==> src/rtl/reservation_station.sv <==
// Unified reservation station: captures dispatched instructions with their
// source tags/values, wakes pending operands from the CDB, and issues the
// oldest fully-ready entry to the functional units.
//
// Issue handshake: issue_valid is asserted while at least one entry has both
// operands ready, with issue_* carrying the oldest such entry. A transfer
// happens on a rising edge where issue_valid && issue_ready; that entry is
// freed at the same edge. While issue_ready is low the outputs stay on the
// same entry unless an older entry becomes ready, which then takes over.
module reservation_station #(
    parameter int RS_SIZE = 4,
    parameter int TAG_W   = 5,
    parameter int XLEN    = 32,
    parameter int PAY_W   = 32
) (
    input  logic                         clock,
    input  logic                         reset,
    input  logic                         squash,
    input  logic                         disp_valid,
    input  logic [TAG_W-1:0]             disp_rob_tag,
    input  logic [PAY_W-1:0]             disp_payload,
    input  logic [TAG_W-1:0]             src1_tag,
    input  logic                         src1_tplus,
    input  logic [XLEN-1:0]              src1_value,
    input  logic [TAG_W-1:0]             src2_tag,
    input  logic                         src2_tplus,
    input  logic [XLEN-1:0]              src2_value,
    input  logic                         cdb_valid,
    input  logic [TAG_W-1:0]             cdb_tag,
    input  logic [XLEN-1:0]              cdb_value,
    output logic                         issue_valid,
    input  logic                         issue_ready,
    output logic [TAG_W-1:0]             issue_rob_tag,
    output logic [PAY_W-1:0]             issue_payload,
    output logic [XLEN-1:0]              issue_op1,
    output logic [XLEN-1:0]              issue_op2,
    output logic                         full,
    output logic [$clog2(RS_SIZE):0]     free_count
);

    localparam int IDX_W = (RS_SIZE > 1) ? $clog2(RS_SIZE) : 1;
    localparam int CNT_W = $clog2(RS_SIZE) + 1;

    // Entry state
    logic [RS_SIZE-1:0] valid_q, valid_d;
    logic [TAG_W-1:0]   rob_tag_q [RS_SIZE];
    logic [TAG_W-1:0]   rob_tag_d [RS_SIZE];
    logic [PAY_W-1:0]   payload_q [RS_SIZE];
    logic [PAY_W-1:0]   payload_d [RS_SIZE];
    logic [RS_SIZE-1:0] s1_rdy_q, s1_rdy_d, s2_rdy_q, s2_rdy_d;
    logic [TAG_W-1:0]   s1_tag_q [RS_SIZE];
    logic [TAG_W-1:0]   s1_tag_d [RS_SIZE];
    logic [TAG_W-1:0]   s2_tag_q [RS_SIZE];
    logic [TAG_W-1:0]   s2_tag_d [RS_SIZE];
    logic [XLEN-1:0]    s1_val_q [RS_SIZE];
    logic [XLEN-1:0]    s1_val_d [RS_SIZE];
    logic [XLEN-1:0]    s2_val_q [RS_SIZE];
    logic [XLEN-1:0]    s2_val_d [RS_SIZE];
    // age_q[i][j] = 1 means entry i is older than entry j
    logic [RS_SIZE-1:0] age_q [RS_SIZE];
    logic [RS_SIZE-1:0] age_d [RS_SIZE];

    // Select / allocate helpers
    logic [RS_SIZE-1:0] cand;
    logic [RS_SIZE-1:0] has_older;
    logic [IDX_W-1:0]   sel_idx;
    logic [IDX_W-1:0]   alloc_idx;
    logic               alloc_found;
    logic [CNT_W-1:0]   free_cnt;
    logic               disp_fire;
    logic               issue_fire;
    logic               cdb_hit;

    // Oldest-ready select, lowest-free allocation and occupancy, all from registered state
    always_comb begin
        cand        = valid_q & s1_rdy_q & s2_rdy_q;
        has_older   = '0;
        sel_idx     = '0;
        alloc_idx   = '0;
        alloc_found = 1'b0;
        free_cnt    = '0;
        for (int i = 0; i < RS_SIZE; i++) begin
            for (int j = 0; j < RS_SIZE; j++) begin
                if (cand[j] && age_q[j][i]) begin
                    has_older[i] = 1'b1;
                end
            end
            if (cand[i] && !has_older[i]) begin
                sel_idx = IDX_W'(i);
            end
            if (!valid_q[i]) begin
                free_cnt = free_cnt + CNT_W'(1);
                if (!alloc_found) begin
                    alloc_idx   = IDX_W'(i);
                    alloc_found = 1'b1;
                end
            end
        end
    end

    assign issue_valid   = |cand;
    assign issue_rob_tag = issue_valid ? rob_tag_q[sel_idx] : '0;
    assign issue_payload = issue_valid ? payload_q[sel_idx] : '0;
    assign issue_op1     = issue_valid ? s1_val_q[sel_idx]  : '0;
    assign issue_op2     = issue_valid ? s2_val_q[sel_idx]  : '0;
    assign full          = &valid_q;
    assign free_count    = free_cnt;

    assign disp_fire  = disp_valid && !full;
    assign issue_fire = issue_valid && issue_ready;
    assign cdb_hit    = cdb_valid && (cdb_tag != '0);

    // Next-state: squash flush, issue free, CDB wakeup, dispatch write and age update
    always_comb begin
        valid_d   = valid_q;
        s1_rdy_d  = s1_rdy_q;
        s2_rdy_d  = s2_rdy_q;
        rob_tag_d = rob_tag_q;
        payload_d = payload_q;
        s1_tag_d  = s1_tag_q;
        s2_tag_d  = s2_tag_q;
        s1_val_d  = s1_val_q;
        s2_val_d  = s2_val_q;
        age_d     = age_q;
        if (squash) begin
            valid_d = '0;
        end else begin
            if (issue_fire) begin
                valid_d[sel_idx] = 1'b0;
            end
            for (int i = 0; i < RS_SIZE; i++) begin
                if (valid_q[i] && cdb_hit) begin
                    if (!s1_rdy_q[i] && s1_tag_q[i] == cdb_tag) begin
                        s1_rdy_d[i] = 1'b1;
                        s1_val_d[i] = cdb_value;
                    end
                    if (!s2_rdy_q[i] && s2_tag_q[i] == cdb_tag) begin
                        s2_rdy_d[i] = 1'b1;
                        s2_val_d[i] = cdb_value;
                    end
                end
            end
            // The allocated slot is free in registered state, so it never
            // collides with the slot being issued or woken this cycle.
            if (disp_fire) begin
                valid_d[alloc_idx]   = 1'b1;
                rob_tag_d[alloc_idx] = disp_rob_tag;
                payload_d[alloc_idx] = disp_payload;
                s1_tag_d[alloc_idx]  = src1_tag;
                s2_tag_d[alloc_idx]  = src2_tag;
                if (src1_tag == '0 || src1_tplus) begin
                    s1_rdy_d[alloc_idx] = 1'b1;
                    s1_val_d[alloc_idx] = src1_value;
                end else if (cdb_valid && cdb_tag == src1_tag) begin
                    s1_rdy_d[alloc_idx] = 1'b1;
                    s1_val_d[alloc_idx] = cdb_value;
                end else begin
                    s1_rdy_d[alloc_idx] = 1'b0;
                    s1_val_d[alloc_idx] = '0;
                end
                if (src2_tag == '0 || src2_tplus) begin
                    s2_rdy_d[alloc_idx] = 1'b1;
                    s2_val_d[alloc_idx] = src2_value;
                end else if (cdb_valid && cdb_tag == src2_tag) begin
                    s2_rdy_d[alloc_idx] = 1'b1;
                    s2_val_d[alloc_idx] = cdb_value;
                end else begin
                    s2_rdy_d[alloc_idx] = 1'b0;
                    s2_val_d[alloc_idx] = '0;
                end
                // New entry is youngest: nothing is younger than it, every
                // currently valid entry is older than it.
                age_d[alloc_idx] = '0;
                for (int j = 0; j < RS_SIZE; j++) begin
                    if (valid_q[j]) begin
                        age_d[j][alloc_idx] = 1'b1;
                    end
                end
            end
        end
    end

    // State registers with synchronous active-high reset
    always_ff @(posedge clock) begin
        if (reset) begin
            valid_q  <= '0;
            s1_rdy_q <= '0;
            s2_rdy_q <= '0;
            for (int i = 0; i < RS_SIZE; i++) begin
                rob_tag_q[i] <= '0;
                payload_q[i] <= '0;
                s1_tag_q[i]  <= '0;
                s2_tag_q[i]  <= '0;
                s1_val_q[i]  <= '0;
                s2_val_q[i]  <= '0;
                age_q[i]     <= '0;
            end
        end else begin
            valid_q   <= valid_d;
            s1_rdy_q  <= s1_rdy_d;
            s2_rdy_q  <= s2_rdy_d;
            rob_tag_q <= rob_tag_d;
            payload_q <= payload_d;
            s1_tag_q  <= s1_tag_d;
            s2_tag_q  <= s2_tag_d;
            s1_val_q  <= s1_val_d;
            s2_val_q  <= s2_val_d;
            age_q     <= age_d;
        end
    end

endmodule

==> config.mk <==
export PLATFORM = sky130hd
export DESIGN_NAME = reservation_station
export DESIGN_NICKNAME = d
export VERILOG_FILES = /design/src/rtl/reservation_station.sv
export SDC_FILE = /design/constraint.sdc
export NUM_CORES = 2
export LEC_CHECK = 0
export BUFFER_PORTS_ARGS = -buffer_cell sky130_fd_sc_hd__buf_2
export CORE_MARGIN = 4
export CORE_UTILIZATION = 40
export CTS_BUF_LIST = sky130_fd_sc_hd__clkbuf_4 sky130_fd_sc_hd__clkbuf_8
export DETAILED_ROUTE_END_ITERATION = 10
export PLACE_DENSITY_LB_ADDON = 0.12
export SYNTH_ARGS = -nofsm -noshare
export SYNTH_HDL_FRONTEND = slang
export SYNTH_SLANG_ARGS = --single-unit
==> constraint.sdc <==
create_clock -name clock -period 3.1 [get_ports clock]
set_input_delay 0.155 -clock clock [delete_from_list [all_inputs] [get_ports clock]]
set_output_delay 0.155 -clock clock [all_outputs]
set_load 0.05 [all_outputs]
==> results.toml <==
[status]
status = "finished, final reports clean"

[critical_path]
critical_path.n_buffers_inverters = 3
crit_family = "simple AND/OR/NAND/NOR gates"
start_kind = "flip-flop"
timing.rr.start = "valid_q[1]"
timing.critical_path.required_ns = 2.94
rr_worst_depth = 7
worstPathMaxFanout = 22
timing.setup.critical_path_class = "flip-flop to output port"
setup.worst_path.end_class = "output port"
worstSetupStartpoint = "valid_q[2]"
cpMaxStageDelayCell = "sky130_fd_sc_hd__and4_4"
critical_path.max_stage_delay_ns = 0.66
cp_common_cell = "sky130_fd_sc_hd__buf_4"
path_depth = 6
cp_cell_sequence = "buf_4 -> nand3_1 -> and4_4 -> buf_4 -> a21oi_1 -> clkbuf_4"
timing.critical_path.arrival_ns = 2.90

[timing]
min_period_over_period_pct = 98.6
timing.final.hold_violations = 0
max-slew-margin-rel_pct = 26.2
timing_worst_slew_pin_value_ns = 1.11
final_worst_clock_skew_ns = 0.0277
final-max-slew-violation-count = 0
time_the_final_worst_path_needs_with_i_o_delays_and_setup_ns = 3.06
timing.final.setup_violations = 0
clock.fmax_mhz = 327

[worst_hold_path]
worstHoldPathType = "input pin to flip-flop"
cell_depth_of_the_worst_hold_path = 4
timing.hold.worst.start = "src1_value[3]"

[pwr]
leakage_nw = 10.5
power_density_nw_per_um2 = 460
max-vdd-ir-drop_v = 0.000362

[logic_synthesis]
mean_post_synth_cell_area_sq_um = 8.33
synth_async_sr_flop_share_pct = 0
syn_inst = 2889
synthMostInstantiatedCell = "sky130_fd_sc_hd__nand2_1"
proportion_of_netlist_area_held_by_the_largest_area_contributor_pct = 38.9
mappedNetlistArea_sq_um = 24100
synth.top_cells.by_count = "sky130_fd_sc_hd__nand2_1, sky130_fd_sc_hd__dfxtp_1, sky130_fd_sc_hd__a21oi_1, sky130_fd_sc_hd__a22oi_1, sky130_fd_sc_hd__clkbuf_1"
synth.area.top_cells = "sky130_fd_sc_hd__dfxtp_1, sky130_fd_sc_hd__nand2_1, sky130_fd_sc_hd__a22oi_1"
ys_dominant_reg_cell = "sky130_fd_sc_hd__dfxtp_1"
postSynthRegisterBits = 468
synth_largest_area_cell = "sky130_fd_sc_hd__dfxtp_1"
number_of_enable_flip_flop_cells_after_synthesis = 0
ys_types = 80
yosys_warnings = 0
ys_seq_area_share_pct = 38.9
synth_nets = 3051

[detailed_routing]
ant_nets = 0
detail_route.vias_per_cell = 6.28
initialDrtViolationCount = 2689
route.detailed.drc = 0
totalWireLength_um = 102000
drt_pre_antenna_iters = 8
wire_per_inst_um = 25.4
route.vias.total = 25400

[clock_network]
cts_root_buf = "sky130_fd_sc_hd__clkbuf_8"
tritoncts = "yes"
cts-htree-levels = 3
clock_sink_count = 468
max-clock-path-buffers = 3
cts_inserted_buffers = 85
cts.reportedPaths.clkPinSlew_ns = 0.06
clk-insertion-delay-late_ns = 0.69

[grt]
grt_first_pass_wirelength_um = 151000
via_count_of_the_first_global_routing_pass = 25100
globalRouteOverflowTotal = 0
antenna_violations_before_repair = 2
grt_use_total_pct = 29.9
grt_max_degree = 155

[cells_and_area]
syn2layout_area_growth_pct = 26.1
finalCoreUtilization_pct = 51.2
finalNonFillerCells = 4038
fill_cell_count = 5592
layout.nets = 3365
final_layout_size_suffix_gt1_share_pct = 20.6

[floorplan]
num_io_pins = 262
die_area_sq_um = 64200
die_height_um = 253
core-area_sq_um = 59200
fp-row-count = 89
floorplan.initialDensity_pct = 40.6
die_width_um = 253

[place]
post-dp-hpwl_um = 60200
dp_cells = 3718
portBuffers = 261
place_congestion = 0.877

[flow_run]
cap_viol_max_count = 0
-- layout make-up --
| class | count | area [sq um] | share of cell area (%) |
|---|---|---|---|
| multi-input cells | 2063 | 13500 | 44.3 |
| well taps | 773 | 967 | 3.19 |
| clock inverters | 9 | 96.3 | 0.317 |
| inverters | 43 | 161 | 0.532 |
| repair buffers | 542 | 4620 | 15.2 |
| clock buffers | 138 | 1660 | 5.45 |
| diodes | 2 | 5.00 | 0.0165 |
| flip-flops and latches | 468 | 9390 | 30.9 |
-- cell families (layout without fill, tap and decap cells) --
logic type      after synthesis  count (layout)  share of synthesized area, %
compound gates             1030            1030                          31.8
simple gates                862             863                          16.1
flops                       468             468                          38.9
buf+inv                     359             732                          6.31
mux                         114             114                          4.80
xor+xnor                     50              50                          1.82
fa+ha+maj                     6               6                         0.312
other cells                   0               2                             0
-- repair_timing --
| item | in CTS | in global routing |
|---|---|---|
| pin swaps | 4 | 8 |
| endpoints found under the setup margin | 101 | 112 |
| hold buffers | 149 | 0 |
| cloned | 4 | 7 |
| hold endpoints to repair | 416 | 0 |
| buffers inserted | 5 | 7 |
| gates resized for setup | 59 | 65 |
-- cell usage in the layout (no fill, tap or decap), drive strengths merged, types with 12 or more instances in the layout --
cell | Yosys | layout
a31oi | 15 | 15
a221o | 143 | 143
inv | 42 | 46
mux2 | 12 | 12
nand3 | 40 | 40
a22oi | 223 | 223
nor3 | 122 | 122
o221ai | 17 | 17
a41oi | 18 | 18
nand4 | 22 | 22
a21oi | 317 | 317
o21a | 46 | 46
dfxtp | 468 | 468
nor2 | 86 | 86
a2111oi | 29 | 29
a32oi | 32 | 32
a211oi | 40 | 40
a221oi | 26 | 26
and3 | 12 | 12
o21ai | 58 | 58
and2 | 36 | 36
clkbuf | 220 | 155
xnor2 | 45 | 45
a311o | 14 | 14
dlygate4sd3 | 0 | 149
mux2i | 102 | 102
buf | 96 | 375
nand2 | 483 | 483
-- worst min-delay path: stages --
cell	delay, ns
sky130_fd_sc_hd__buf_2	0.07
sky130_fd_sc_hd__mux2i_1	0.14
sky130_fd_sc_hd__nor3_1	0.21
sky130_fd_sc_hd__a221o_1	0.12
-- layer usage --
layer / part of all wire [%] / wire [um] / track usage, % / up-vias
met3: 9.4 / 9660 / 6.69 / 263
met5: 0 / 0 / 0 / -
met2: 46 / 46900 / 48.0 / 1393
li1: - / - / - / 11400
met4: 3.9 / 3990 / 12.6 / 0
met1: 41 / 41900 / 38.9 / 12300
-- power breakdown --
group          switching (mW)  internal [mW]
clock network            2.71           3.45
registers              0.0825           6.14
logic                    1.00          0.568
-- state kept, by name (all words and copies together), names as in the netlist, 7 cells and up, named ones only --
| name | count |
|---|---|
| age_q | 7 |
| payload_q | 128 |
| rob_tag_q | 20 |
| s1_tag_q | 20 |
| s1_val_q | 128 |
| s2_tag_q | 20 |
| s2_val_q | 128 |
-- per-stage QoR --
| stage | hold WS, ns | setup TNS, ns | total power [mW] | area [sq um] | setup WS (ns) |
|---|---|---|---|---|---|
| 2_1_floorplan | 0.291 | 0 | 7.17 | 24100 | 0.276 |
| 3_3_place_gp | 0.429 | 0 | 7.69 | 26400 | 0.388 |
| 3_5_place_dp | 0.436 | 0 | 7.71 | 26400 | 0.262 |
| 4_1_cts | 0.00324 | -0.0224 | 14.0 | 30000 | -0.0152 |
| 5_1_grt | 0.0745 | -0.335 | 14.4 | 30300 | -0.0316 |
| 6_report | 0.0529 | 0 | 14.0 | 30300 | 0.0428 |
-- worst paths after layout --
kind / endpoint / slack, ns
setup / recovery: issue_op1[6] / 0.04
hold / removal: s1_val_q[67] / 0.05
setup reg to reg: s1_val_q[122] / 0.08
hold reg to reg: payload_q[41] / 0.45
Note: power is estimated with default switching activity, not from simulation.
